`src/rtl/tt_pin_arb_pkg.sv`:
```
// Shared types and width helpers for the pin arbiter.
package tt_pin_arb_pkg;

    // Arbiter FSM states.
    typedef enum logic [1:0] {
        ST_IDLE  = 2'd0,
        ST_GRANT = 2'd1,
        ST_TURN  = 2'd2
    } arb_state_e;

    // Width of an owner / pointer index; never narrower than one bit.
    function automatic int owner_w(input int n_req);
        return (n_req > 2) ? $clog2(n_req) : 1;
    endfunction

    // Width of the saturating hold counter; a disabled timeout still keeps one bit.
    function automatic int hold_w(input int max_hold);
        return (max_hold > 0) ? $clog2(max_hold + 1) : 1;
    endfunction

    // Width of the turnaround counter, which counts 0..TURN_CYC-1.
    function automatic int turn_w(input int turn_cyc);
        return (turn_cyc > 1) ? $clog2(turn_cyc) : 1;
    endfunction

    // Default configuration and the widths derived from it.
    localparam int DEF_N_REQ    = 4;
    localparam int DEF_W        = 8;
    localparam int DEF_MAX_HOLD = 16;
    localparam int DEF_TURN_CYC = 1;
    localparam int OWNER_W      = owner_w(DEF_N_REQ);
    localparam int HOLD_W       = hold_w(DEF_MAX_HOLD);

endpackage

```
`src/rtl/tt_pin_arb_chk.sv`:
```
// Invariant checker for the pin arbiter outputs.
module tt_pin_arb_chk #(
    parameter int N_REQ = 4,
    parameter int W     = 8
)(
    input logic             clk,
    input logic             rst,
    input logic [N_REQ-1:0] gnt,
    input logic [W-1:0]     pin_oe,
    input logic             busy
);

    // At most one requester owns the pins.
    a_gnt_onehot: assert property (@(posedge clk) disable iff (rst) $onehot0(gnt));

    // A live grant always reports the arbiter as busy.
    a_gnt_busy: assert property (@(posedge clk) disable iff (rst) (gnt != '0) |-> busy);

    // Enables are only ever driven while somebody holds the grant.
    a_oe_owned: assert property (@(posedge clk) disable iff (rst) (pin_oe != '0) |-> (gnt != '0));

endmodule

```
`src/rtl/tt_rr_picker.sv`:
```
// Combinational round-robin picker: first set request at or above ptr, wrapping.
module tt_rr_picker
    import tt_pin_arb_pkg::*;
#(
    parameter int N_REQ = DEF_N_REQ,
    parameter int OW    = owner_w(DEF_N_REQ)
)(
    input  logic [N_REQ-1:0] req_i,
    input  logic [OW-1:0]    ptr_i,
    output logic [OW-1:0]    win_o,
    output logic             vld_o
);

    // Walk the requests starting at ptr; the first hit wins.
    always_comb begin
        logic [OW:0]   sum;
        logic [OW-1:0] idx;
        win_o = '0;
        vld_o = 1'b0;
        sum   = '0;
        idx   = '0;
        for (int k = 0; k < N_REQ; k++) begin
            sum = {1'b0, ptr_i} + (OW+1)'(k);
            if (sum >= (OW+1)'(N_REQ)) begin
                sum = sum - (OW+1)'(N_REQ);
            end else begin
                sum = sum;
            end
            idx = sum[OW-1:0];
            if (!vld_o && req_i[idx]) begin
                win_o = idx;
                vld_o = 1'b1;
            end else begin
                win_o = win_o;
            end
        end
    end

endmodule

```
`src/rtl/tt_pin_arbiter.sv`:
```
// Round-robin owner of the shared output / bidirectional pins, with bounded
// hold time and an all-enables-low turnaround gap between owners.
module tt_pin_arbiter
    import tt_pin_arb_pkg::*;
#(
    parameter int N_REQ    = DEF_N_REQ,
    parameter int W        = DEF_W,
    parameter int MAX_HOLD = DEF_MAX_HOLD,
    parameter int TURN_CYC = DEF_TURN_CYC
)(
    input  logic                      clk,
    input  logic                      rst,
    input  logic [N_REQ-1:0]          req,
    input  logic [N_REQ-1:0]          last,
    input  logic [N_REQ*W-1:0]        wdata,
    input  logic [N_REQ*W-1:0]        woe,
    output logic [N_REQ-1:0]          gnt,
    output logic [W-1:0]              pin_out,
    output logic [W-1:0]              pin_oe,
    output logic [owner_w(N_REQ)-1:0] owner,
    output logic                      busy,
    output logic                      timeout
);

    localparam int OW = owner_w(N_REQ);
    localparam int HW = hold_w(MAX_HOLD);
    localparam int TW = turn_w(TURN_CYC);

    // Timeout fires when the counter reaches MAX_HOLD-1, i.e. on the last allowed cycle.
    localparam logic          TO_EN     = (MAX_HOLD > 0);
    localparam logic [HW-1:0] HOLD_LAST = HW'((MAX_HOLD > 0) ? (MAX_HOLD - 1) : 0);
    localparam logic [HW-1:0] HOLD_SAT  = {HW{1'b1}};
    localparam logic [TW-1:0] TURN_LAST = TW'((TURN_CYC > 0) ? (TURN_CYC - 1) : 0);
    localparam logic [OW-1:0] OWN_TOP   = OW'(N_REQ - 1);
    localparam logic [N_REQ-1:0] GNT_ONE = {{(N_REQ-1){1'b0}}, 1'b1};

    arb_state_e       state_q;
    logic [N_REQ-1:0] gnt_q;
    logic [W-1:0]     pin_out_q;
    logic [W-1:0]     pin_oe_q;
    logic [OW-1:0]    owner_q;
    logic [OW-1:0]    ptr_q;
    logic [HW-1:0]    hold_q;
    logic [TW-1:0]    turn_q;
    logic             busy_q;
    logic             timeout_q;

    logic [OW-1:0]    pick_win_d;
    logic             pick_vld_d;
    logic [W-1:0]     own_wdata_d;
    logic [W-1:0]     own_woe_d;
    logic             rel_last_d;
    logic             rel_drop_d;
    logic             rel_hold_d;
    logic             rel_d;
    logic             to_only_d;
    logic [OW-1:0]    ptr_nxt_d;
    logic [HW-1:0]    hold_inc_d;

    tt_rr_picker #(
        .N_REQ (N_REQ),
        .OW    (OW)
    ) u_picker (
        .req_i (req),
        .ptr_i (ptr_q),
        .win_o (pick_win_d),
        .vld_o (pick_vld_d)
    );

    // Select the owner's data slice and decode the release conditions.
    always_comb begin
        own_wdata_d = '0;
        own_woe_d   = '0;
        for (int i = 0; i < N_REQ; i++) begin
            if (owner_q == OW'(i)) begin
                own_wdata_d = wdata[i*W +: W];
                own_woe_d   = woe[i*W +: W];
            end else begin
                own_wdata_d = own_wdata_d;
                own_woe_d   = own_woe_d;
            end
        end
        rel_last_d = last[owner_q];
        rel_drop_d = ~req[owner_q];
        rel_hold_d = TO_EN && (hold_q == HOLD_LAST);
        rel_d      = rel_last_d | rel_drop_d | rel_hold_d;
        // A timeout is only reported when the hold limit is the sole reason.
        to_only_d  = rel_hold_d & ~rel_last_d & ~rel_drop_d;
        if (owner_q == OWN_TOP) begin
            ptr_nxt_d = '0;
        end else begin
            ptr_nxt_d = owner_q + OW'(1);
        end
        if (hold_q == HOLD_SAT) begin
            hold_inc_d = hold_q;
        end else begin
            hold_inc_d = hold_q + HW'(1);
        end
    end

    // Arbiter FSM with registered grant, pin mux, pointer and status outputs.
    always_ff @(posedge clk or posedge rst) begin
        if (rst) begin
            state_q   <= ST_IDLE;
            gnt_q     <= '0;
            pin_out_q <= '0;
            pin_oe_q  <= '0;
            owner_q   <= '0;
            ptr_q     <= '0;
            hold_q    <= '0;
            turn_q    <= '0;
            busy_q    <= 1'b0;
            timeout_q <= 1'b0;
        end else begin
            timeout_q <= 1'b0;
            case (state_q)
                ST_IDLE: begin
                    pin_out_q <= '0;
                    pin_oe_q  <= '0;
                    if (pick_vld_d) begin
                        state_q <= ST_GRANT;
                        gnt_q   <= GNT_ONE << pick_win_d;
                        owner_q <= pick_win_d;
                        hold_q  <= '0;
                        busy_q  <= 1'b1;
                    end else begin
                        gnt_q  <= '0;
                        busy_q <= 1'b0;
                    end
                end
                ST_GRANT: begin
                    if (rel_d) begin
                        gnt_q     <= '0;
                        pin_out_q <= '0;
                        pin_oe_q  <= '0;
                        ptr_q     <= ptr_nxt_d;
                        timeout_q <= to_only_d;
                        turn_q    <= '0;
                        if (TURN_CYC == 0) begin
                            state_q <= ST_IDLE;
                            busy_q  <= 1'b0;
                        end else begin
                            state_q <= ST_TURN;
                            busy_q  <= 1'b1;
                        end
                    end else begin
                        pin_out_q <= own_wdata_d;
                        pin_oe_q  <= own_woe_d;
                        hold_q    <= hold_inc_d;
                    end
                end
                ST_TURN: begin
                    gnt_q     <= '0;
                    pin_out_q <= '0;
                    pin_oe_q  <= '0;
                    if (turn_q == TURN_LAST) begin
                        state_q <= ST_IDLE;
                        busy_q  <= 1'b0;
                    end else begin
                        turn_q <= turn_q + TW'(1);
                    end
                end
                default: begin
                    state_q   <= ST_IDLE;
                    gnt_q     <= '0;
                    pin_out_q <= '0;
                    pin_oe_q  <= '0;
                    busy_q    <= 1'b0;
                end
            endcase
        end
    end

    assign gnt     = gnt_q;
    assign pin_out = pin_out_q;
    assign pin_oe  = pin_oe_q;
    assign owner   = owner_q;
    assign busy    = busy_q;
    assign timeout = timeout_q;

    tt_pin_arb_chk #(
        .N_REQ (N_REQ),
        .W     (W)
    ) u_chk (
        .clk    (clk),
        .rst    (rst),
        .gnt    (gnt_q),
        .pin_oe (pin_oe_q),
        .busy   (busy_q)
    );

endmodule

```
`config.mk`:
```
export PLATFORM = sky130hd
export DESIGN_NAME = tt_pin_arbiter
export DESIGN_NICKNAME = d
export VERILOG_FILES = /design/src/rtl/tt_pin_arb_pkg.sv /design/src/rtl/tt_pin_arb_chk.sv /design/src/rtl/tt_rr_picker.sv /design/src/rtl/tt_pin_arbiter.sv
export SDC_FILE = /design/constraint.sdc
export NUM_CORES = 1
export LEC_CHECK = 0
export CAP_MARGIN = 5
export CORE_AREA = 3 3 72 74
export CTS_CLUSTER_DIAMETER = 150
export CTS_CLUSTER_SIZE = 25
export DETAILED_ROUTE_END_ITERATION = 8
export DIE_AREA = 0 0 75 77
export HOLD_SLACK_MARGIN = 0.02
export PLACE_DENSITY = 0.88
export SETUP_SLACK_MARGIN = 0.15
export SYNTH_ARGS = -nofsm -noshare
export SYNTH_HDL_FRONTEND = slang
export SYNTH_SLANG_ARGS = --single-unit
```
`constraint.sdc`:
```
create_clock -name clk -period 3.8 [get_ports clk]
set_input_delay 0.57 -clock clk [delete_from_list [all_inputs] [get_ports clk]]
set_output_delay 0.57 -clock clk [all_outputs]
set_load 0.05 [all_outputs]
```
==> results of run 1 <==
[logic make-up after synthesis]
| kind of cell | count (synthesis) | synth area share [%] |
|---|---|---|
| compound gates | 70 | 27.6 |
| fa+ha+maj | 7 | 4.41 |
| flops | 33 | 41.6 |
| buf+inv | 38 | 7.69 |
| simple gates | 55 | 14.4 |
| mux | 7 | 4.29 |
[registers in the layout, summed over array words and instances (netlist names)]
signal,flops
owner,2
state_q,2
gnt,4
timeout,1
hold_q,5
pin_oe,8
pin_out,8
ptr_q,2
busy,1
[routing by layer]
metal | part of all wire (%) | track usage [%] | up-vias
met5 | 0 | 0 | -
li1 | - | - | 946
met4 | 2.0 | 8.01 | 0
met1 | 41 | 25.1 | 889
met3 | 9.2 | 6.29 | 10
met2 | 48 | 32.6 | 87
[final cells by class]
class                   count  area, µm²
well taps                  54       67.6
flip-flops and latches     33        826
multi-input cells         139       1010
inverters                  24       90.1
fillers                   371       1610
repair buffers             99        986
clock buffers               8       80.1
[power groups by stage]
stage	logic, mW	clock network (mW)	registers [mW]
floorplan	0.627	0	0.723
global placement	1.15	0	0.526
detailed placement	1.16	0	0.531
CTS	1.17	0.255	0.526
global route	1.25	0.271	0.542
finish	1.16	0.247	0.526
[path summary, 6_finish.rpt]
kind	start	endpoint	cells after the start
min in group asynchronous	rst	pin_out[5]	3
worst max-delay path	owner[1]	pin_out[5]	6
worst min-delay path	gnt[2]	gnt[2]	1
worst max register to register	owner[1]	pin_out[5]	6
max in group asynchronous	rst	pin_oe[4]	3
worst min register to register	gnt[2]	gnt[2]	1
[cells in the mapped netlist (3+ instances only)]
cell type	instances	share of area [%]
dfrtp_1	33	42
inv_1	24	4.5
nand2_1	23	4.4
a211o_1	16	7.1
a221oi_1	15	6.6
a21oi_1	11	2.8
clkbuf_1	11	2.1
a21oi_2	9	4.0
ha_1	7	4.4
nand2b_1	7	2.2
nand3_1	5	1.3
nor2_1	5	0.95
mux2i_1	4	2.0
o21ai_0	3	0.76
==> qor.txt, run 1 <==
relative contribution of sequential cells to total power - 27.2%
CTS HTree Levels - 2
clock slew seen by the registers of the worst setup and hold paths - 0.06 ns
post-route clock period utilization - 71.9%
hold slack final - 0.497 ns
endpoints failing hold - 0
count of buffering cells on the critical path with inverters included - 1
post-layout net count - 383
remaining design rule violation count - 0
main flop type after synthesis - dfrtp_1
top library cells by usage in the layout, fill and taps aside - clkdlybuf4s50_1 (97), dfrtp_1 (33), inv_1 (24)
data required time at the worst endpoint - 4.00 ns
root cell of the clock tree - clkbuf_8
reg-to-reg setup timing slack - 1.07 ns
cell area after technology mapping - 1980 µm²
areal power density over the cells - 632 nW/µm²
detailed-route via count - 1932
fraction of power spent switching nets - 45.4%
die footprint - 5780 µm²
LEAKAGE - 1.33 nW
clock tree from TritonCTS - done
DR vias/cell - 5.41
kind of start point of the critical path - flip-flop
maximum clock path buffer count - 2
max-cap viol count - 0
# Post-CTS Setup Buffers - 0
hold buffer count at cts - 0
final worst slack - 1.07 ns
number of standard-cell rows in the floorplan - 25
data arrival time of the critical path - 2.94 ns
clock sink count - 33
Clock Latency Late Sink - 0.28 ns
total detailed-routing wirelength - 5380 µm
result of the run - complete, no violations
Finished Layout Cells - 357
Synth-to-Final Area Change - 54.0%
Post-Synthesis Mean Instance Area - 9.45 µm²
number of antenna violations at the first check in global routing - 0
FMAX - 0.366 GHz
synthesized net count - 291
total routing usage reported by global routing - 20.4%
number of port buffers - 97
placer's final routability congestion estimate - 0.861
worst relative slew slack - 25.5%
core region area - 4660 µm²
number of library cell types mapped by synthesis - 41
slew of the pin with the lowest slew margin - 1.11 ns
proportion of register bits with asynchronous set or reset after synthesis - 100%
die extent in y - 77 µm
average wire per cell in the routed design - 15.1 µm
final global-route overflow total - 0
part of the total power dissipated in combinational logic - 60.0%
instance area at placement - 2980 µm²
pre-CTS WS - 0.949 ns
Setup TNS - 0 ns
Switch Pwr - 0.877 mW
DRC violation total after the first TritonRoute iteration - 194
Gates resized, CTS repair - 0
drt first pass iters - 4
maximum VDD drop - 0.295 mV
max-slew violations - 0
count of endpoints failing setup in the final report - 0
fin area - 3060 µm²
die extent in x - 75 µm
worst clock skew on the final layout - 0.00402 ns
top fanout value on the critical path - 18
synthesized netlist cell count - 210
Design Power - 1.93 mW
Placed Cells - 349
CP Capture Type - flip-flop
yosys synthesis warning count - 0
clock network power share - 12.8%
starting density of the core - 42.6%
layout cell share with drive strength beyond 1 - 7.26%
ports placed on the boundary - 98
FF+latch count, synth - 33
largest net degree at the start of global routing - 34
number of enable flip-flop cells after synthesis - 0
critical-path cell list - inv_1 > ha_1 > nor2b_1 > a221oi_1 > a211o_1 > a21oi_2
Antenna Nets Post-Route - 0
number of buffers added by the clock tree synthesis step - 5
cell type group with the largest total delay on the critical path - simple AND/OR/NAND/NOR gates
Hold/Removal Path Class - flip-flop to flip-flop
fin crit period - 2.73 ns
critical path's largest stage delay - 0.95 ns
wire length of the first global-routing pass - 9130 µm
Slowest cell on crit path - nor2b_1
Final Util - 65.6%
# diodes - 0
most frequent standard cell in the layout excluding fill and tap cells - clkdlybuf4s50_1
HPWL after DPL - 4120 µm
vias in the first global route - 2014
WS Path Type - flip-flop to flip-flop
RSZ-0062 raised after global routing - false
sequential-to-total area share from yosys stat - 41.6%
cell internal power dissipation - 1.06 mW
No activity file was read; power rests on OpenSTA's default activity.
==> run 2: changes to the inputs <==
Settings changed: CORE_AREA 3 3 72 74 to 3 3 78 80, DIE_AREA 0 0 75 77 to 0 0 81 83, PLACE_DENSITY 0.88 to 0.79.
Clock period 3.8 ns to 2.3 ns, I/O delays scaled along.
==> run 2 against run 1 <==
Clock skew grew 0.0067 ns. Clock power grew 70%. Critical path depth is the same. Clock-buffer cell count shrank 2. Worst setup slack lost 0.83 ns. Core utilization shrank 6.3 points. Via count grew 4.1%. First-iteration DRC count shrank 61%. Critical endpoint is now pin_oe[4]. Highest routed layer unchanged.
==> qor.txt, run 2 (synthesis gave the netlist of run 1 again) <==
result of the run - complete, no violations (unchanged)
root cell of the clock tree - clkbuf_8 (unchanged)
areal power density over the cells - 1040 nW/µm² (was 632 nW/µm²)
die extent in y - 83 µm (was 77 µm)
number of antenna violations at the first check in global routing - 0 (unchanged)
drt first pass iters - 4 (unchanged)
hold slack final - 0.437 ns (was 0.497 ns)
vias in the first global route - 2004 (was 2014)
largest net degree at the start of global routing - 34 (unchanged)
slew of the pin with the lowest slew margin - 0.546 ns (was 1.11 ns)
final global-route overflow total - 0 (unchanged)
number of standard-cell rows in the floorplan - 27 (was 25)
detailed-route via count - 2012 (was 1932)
RSZ-0062 raised after global routing - false (unchanged)
Clock Latency Late Sink - 0.29 ns (was 0.28 ns)
fin area - 3240 µm² (was 3060 µm²)
worst clock skew on the final layout - 0.0107 ns (was 0.00402 ns)
WS Path Type - input port to flip-flop (was flip-flop to flip-flop)
clock sink count - 33 (unchanged)
most frequent standard cell in the layout excluding fill and tap cells - clkdlybuf4s50_1 (unchanged)
data required time at the worst endpoint - 2.51 ns (was 4.00 ns)
fin crit period - 2.06 ns
DR vias/cell - 5.19 (was 5.41)
# diodes - 0 (unchanged)
Switch Pwr - 1.50 mW (was 0.877 mW)
layout cell share with drive strength beyond 1 - 13.3% (was 7.26%)
Slowest cell on crit path - mux4_2 (was nor2b_1)
max-cap viol count - 0 (unchanged)
clock network power share - 12.5% (was 12.8%)
ports placed on the boundary - 98 (unchanged)
total detailed-routing wirelength - 5630 µm (was 5380 µm)
max-slew violations - 0 (unchanged)
data arrival time of the critical path - 2.27 ns (was 2.94 ns)
cell type group with the largest total delay on the critical path - buffers and inverters (was simple AND/OR/NAND/NOR gates)
count of endpoints failing setup in the final report - 0 (unchanged)
core region area - 5470 µm² (was 4660 µm²)
post-route clock period utilization - 89.6%
endpoints failing hold - 0 (unchanged)
LEAKAGE - 1.41 nW (was 1.33 nW)
instance area at placement - 3120 µm² (was 2980 µm²)
count of buffering cells on the critical path with inverters included - 2 (was 1)
Final Util - 59.2% (was 65.6%)
remaining design rule violation count - 0 (unchanged)
average wire per cell in the routed design - 14.5 µm (was 15.1 µm)
Antenna Nets Post-Route - 0 (unchanged)
critical path's largest stage delay - 0.55 ns (was 0.95 ns)
die extent in x - 81 µm (was 75 µm)
starting density of the core - 36.3% (was 42.6%)
R2R depth - 7 (was 6)
capturing point of the worst reg2reg path - hold_q[4] (was pin_out[5])
fraction of power spent switching nets - 44.5% (was 45.4%)
worst relative slew slack - 63.3% (was 25.5%)
cell internal power dissipation - 1.87 mW (was 1.06 mW)
launch point of the critical path - req[3] (was owner[1])
DRC violation total after the first TritonRoute iteration - 75 (was 194)
Design Power - 3.37 mW (was 1.93 mW)
die footprint - 6720 µm² (was 5780 µm²)
kind of start point of the critical path - input port (was flip-flop)
reg-to-reg setup timing slack - 0.30 ns (was 1.07 ns)
top fanout value on the critical path - 17 (was 18)
FMAX - 0.485 GHz
relative contribution of sequential cells to total power - 25.6% (was 27.2%)
CTS HTree Levels - 2 (unchanged)
Synth-to-Final Area Change - 63.3% (was 54.0%)
maximum VDD drop - 0.421 mV (was 0.295 mV)
number of port buffers - 97 (unchanged)
wire length of the first global-routing pass - 9410 µm (was 9130 µm)
Hold/Removal Path Class - input port to asynchronous set/reset pin (was flip-flop to flip-flop)
clock slew seen by the registers of the worst setup and hold paths - 0.07 ns (was 0.06 ns)
part of the total power dissipated in combinational logic - 61.9% (was 60.0%)
critical-path cell list - clkdlybuf4s50_1 > nand2b_1 > mux4_2 > or3_1 > buf_12 > a21oi_1 (was inv_1 > ha_1 > nor2b_1 > a221oi_1 > a211o_1 > a21oi_2)
Worst path depth - 6 (unchanged)
total routing usage reported by global routing - 17.9% (was 20.4%)
worst r2r src - hold_q[0] (was owner[1])
number of buffers added by the clock tree synthesis step - 5 (unchanged)
placer's final routability congestion estimate - 0.809 (was 0.861)
CP Capture Type - flip-flop (unchanged)
Worst Setup EP - pin_oe[4] (was pin_out[5])
clock tree from TritonCTS - done (unchanged)
maximum clock path buffer count - 2 (unchanged)
top library cells by usage in the layout, fill and taps aside - clkdlybuf4s50_1 (97), dfrtp_1 (32), inv_1 (24) (was clkdlybuf4s50_1 (97), dfrtp_1 (33), inv_1 (24))
post-layout net count - 396 (was 383)
HPWL after DPL - 4320 µm (was 4120 µm)
==> run 2: cell types whose count changed in the layout (fill, tap and decap cells not counted), sizes merged <==
cell	before	now
buf	2	15
clkbuf	8	6
clkinv	0	2
==> run 2: how the worst min path moves through the flow <==
stage | start | end | cells past startpoint
5_1_grt | rst | pin_oe[6] | 3
2_1_floorplan | rst | busy | 1
3_5_place_dp | gnt[2] | gnt[2] | 1
4_1_cts | rst | pin_oe[6] | 3
3_3_place_gp | gnt[2] | gnt[2] | 1
6_report | rst | pin_oe[6] | 3
==> run 2: metrics by stage <==
step	setup TNS (ns)	cells	setup WS, ns
2_1_floorplan	0	210	0.171
3_3_place_gp	-0.0230	378	-0.00800
3_5_place_dp	-0.467	378	-0.0545
4_1_cts	0	386	0.205
5_1_grt	0	388	0.154
6_report	0	388	0.240
==> run 2: timing repair <==
action,in CTS,in global routing
setup endpoints to repair,3,4
gates resized for setup,2,3
hold buffers,0,0
buffers inserted,0,2
pin swaps,0,0
==> run 2: metal layers <==
layer  global-route usage, %  part of all wire [%]  up-vias
li1                        -                     -      973
met1                    19.9                    37      952
met2                    30.6                    51       80
met3                    7.59                    10        7
met4                    5.07                   1.2        0
met5                       0                     0        -
==> run 2: final cells by class <==
| cell class | instances | area [µm²] |
|---|---|---|
| inverter | 24 | 90.1 |
| clock inverter | 2 | 10.0 |
| timing repair buffer | 112 | 1120 |
| fill | 502 | 2230 |
| clock buffer | 6 | 72.6 |
| tap | 72 | 90.1 |
| multi-input combinational | 139 | 1030 |
| sequential | 33 | 827 |
==> run 2: worst min-delay path, cell delays in order <==
cell and delay, ns:
clkdlybuf4s50_1 0.39, inv_1 0.05, buf_4 0.37
==> run 2: power by group through the flow <==
stage	Combinational (mW)	Sequential, mW	Clock (mW)
floorplan	1.04	1.20	0
global placement	2.04	0.870	0
detailed placement	2.06	0.876	0
CTS	2.09	0.866	0.435
global route	2.27	0.887	0.470
finish	2.09	0.864	0.421
==> patch (flow settings as in run 2) <==
Change the package constant `DEF_N_REQ` from 4 to 2.
--- a/src/rtl/tt_pin_arb_pkg.sv
+++ b/src/rtl/tt_pin_arb_pkg.sv
@@ -24,7 +24,7 @@
     endfunction
 
     // Default configuration and the widths derived from it.
-    localparam int DEF_N_REQ    = 4;
+    localparam int DEF_N_REQ    = 2;
     localparam int DEF_W        = 8;
     localparam int DEF_MAX_HOLD = 16;
     localparam int DEF_TURN_CYC = 1;
Ports: changed (6 resized); port bits go from 98 to 59. The function was not compared with the original's and may differ.
==> patch against run 2 <==
Setup slack improved by 0.033 ns; sequential cell count fell by 4; critical path depth grew 1; via count shrank 47%; non-clock buffer count fell by 48; total power is 38% lower; die area is the same; design area fell by 35%; synthesized area down 34%; clock skew decreased by 0.0079 ns; wire length down 44%; highest routed layer unchanged.
==> patch: results (changes against run 2) <==
outcome complete, no violations (unchanged); leakage 0.931 nW (was 1.41 nW); multiplexer area fraction after synthesis 13.9% (was 4.29%); number of CTS-inserted buffers 5 (unchanged); post-synthesis net count 154 (was 291); met2 GRT Util 15.5% (was 30.6%); Routed WL 3130 um (was 5630 um); maximum root-to-sink buffer count 2 (unchanged); Total GRT Usage 10.4% (was 17.9%); Most Crowded Layer GR met2 (unchanged); met1 Use GR 11.8% (was 19.9%); WL/cell 12.4 um (was 14.5 um); Pre-Repair DR Iteration Count 4 (unchanged); first-pass GRT wire length 5200 um (was 9410 um); synth warn 0 (unchanged); met3 Use GR 6.72% (was 7.59%); final RePlAce weighted congestion 0.767 (was 0.809); syn avg cell area 11.5 sq um (was 9.45 sq um); Inst Count DP 243 (was 378); Setup WS pre-CTS 0.0653 ns (was -0.0545 ns); H-tree Lvls 2 (unchanged); commonest cells in the netlist dfrtp_1, mux2i_1, nor2_1, inv_1, o21ai_0 (was dfrtp_1, inv_1, nand2_1, a211o_1, a221oi_1); compound-cell area share of the yosys netlist 9.68% (was 27.6%); Setup Skew 0.00277 ns (was 0.0107 ns); largest net degree at the start of global routing 30 (was 34); Port Buffer Count 58 (was 97); worst reg2reg path depth 7 (unchanged); Synth async-reset ratio 100% (unchanged); Crit path arrival time 2.22 ns (was 2.27 ns); Clock Latency Late Sink ~0.28 ns; Met3 Routed Length 390 um (was 580 um); initial antenna violation count 0 (unchanged); CTS Root Cell clkbuf_8 (unchanged); Area contributors post-synth dfrtp_1, mux2i_1, nor2_1 (was dfrtp_1, a211o_1, a221oi_1); Post-Synth XOR/XNOR Area 0% (unchanged); post-DP HPWL 2420 um (was 4320 um); Tightest Pin Transition 0.528 ns (was 0.546 ns); Synth Area in Adders 2.88% (was 4.41%); number of global-route vias before repair 1066 (was 2004); share of cells above drive strength 1 11.1% (was 13.3%); Met2 Wirelength 1430 um (was 2870 um); highest metal used met4 (unchanged); sequential cell area fraction in the yosys report 55.6% (was 41.6%); VDD IR max 0.380 mV (was 0.421 mV); DR vias/cell 4.20 (was 5.19); crit path max fanout 5 (was 17); antenna diode count 0 (unchanged); met1 WL 1250 um (was 2110 um); DR iter-0 viols 42 (was 75); Final #Nets 221 (was 396); Tightest Hold Check Type in2async (unchanged); Reg2Reg Launch Point hold_q[0] (unchanged); placed cell areas 0.00198 sq mm (was 0.00312 sq mm); synth unique cells 29 (was 41); worst setup path class reg2reg (was in2reg); grt ovf 0 (unchanged); Worst-path clk slew 0.06 ns
-- patch: changes by cell type after synthesis, sizes merged, moves of 5 or more --
cell | run 2 | this run
a221oi | 15 | 0
clkbuf | 11 | 0
nand2 | 23 | 5
a211o | 16 | 2
mux2i | 4 | 17
inv | 24 | 7
nand2b | 7 | 2
a21oi | 20 | 3
nor2 | 5 | 17
-- patch: cell type report --
type,instances,area (sq um)
Sequential cell,29,726
Timing Repair Buffer,64,636
Inverter,7,26.3
Multi-Input combinational cell,73,541
Tap cell,72,90.1
Fill cell,546,3370
Clock buffer,7,86.3
-- patch: repair_timing --
| item | in CTS | in global routing |
|---|---|---|
| pin swaps | 0 | 1 |
| gates resized for setup | 1 | 3 |
| cloned | 0 | 0 |
| endpoints found under the setup margin | 5 | 8 |
| buffers inserted | 0 | 2 |
| endpoints found under the hold margin | 0 | 0 |
-- patch: worst max-delay path: stages (launching register included) --
cell,delay [ns]
dfrtp_1,0.40
ha_1,0.23
and3_1,0.20
ha_1,0.23
buf_4,0.16
a211o_1,0.32
or2_0,0.24
o22ai_1,0.16
-- patch: cells by family after synthesis --
| family | count (synthesis) |
|---|---|
| compound gates | 17 |
| fa+ha+maj | 3 |
| buf+inv | 11 |
| flops | 29 |
| mux | 18 |
| simple gates | 35 |
-- patch: path summary, 6_finish.rpt --
path                              to  slack [ns]
max                        hold_q[4]        0.27
min                             busy        0.44
max reg2reg                hold_q[4]        0.27
min reg2reg                hold_q[3]        0.50
max in group asynchronous  hold_q[1]        1.60
min in group clk           hold_q[3]        0.50
-- patch: report_power, final --
part	switching (mW)	internal [mW]	leakage (nW)	total, mW
clock	0.175	0.237	0.0443	0.412
sequential	0.0814	0.618	0.390	0.699
combinational	0.557	0.406	0.497	0.963
total	0.814	1.26	0.931	2.07
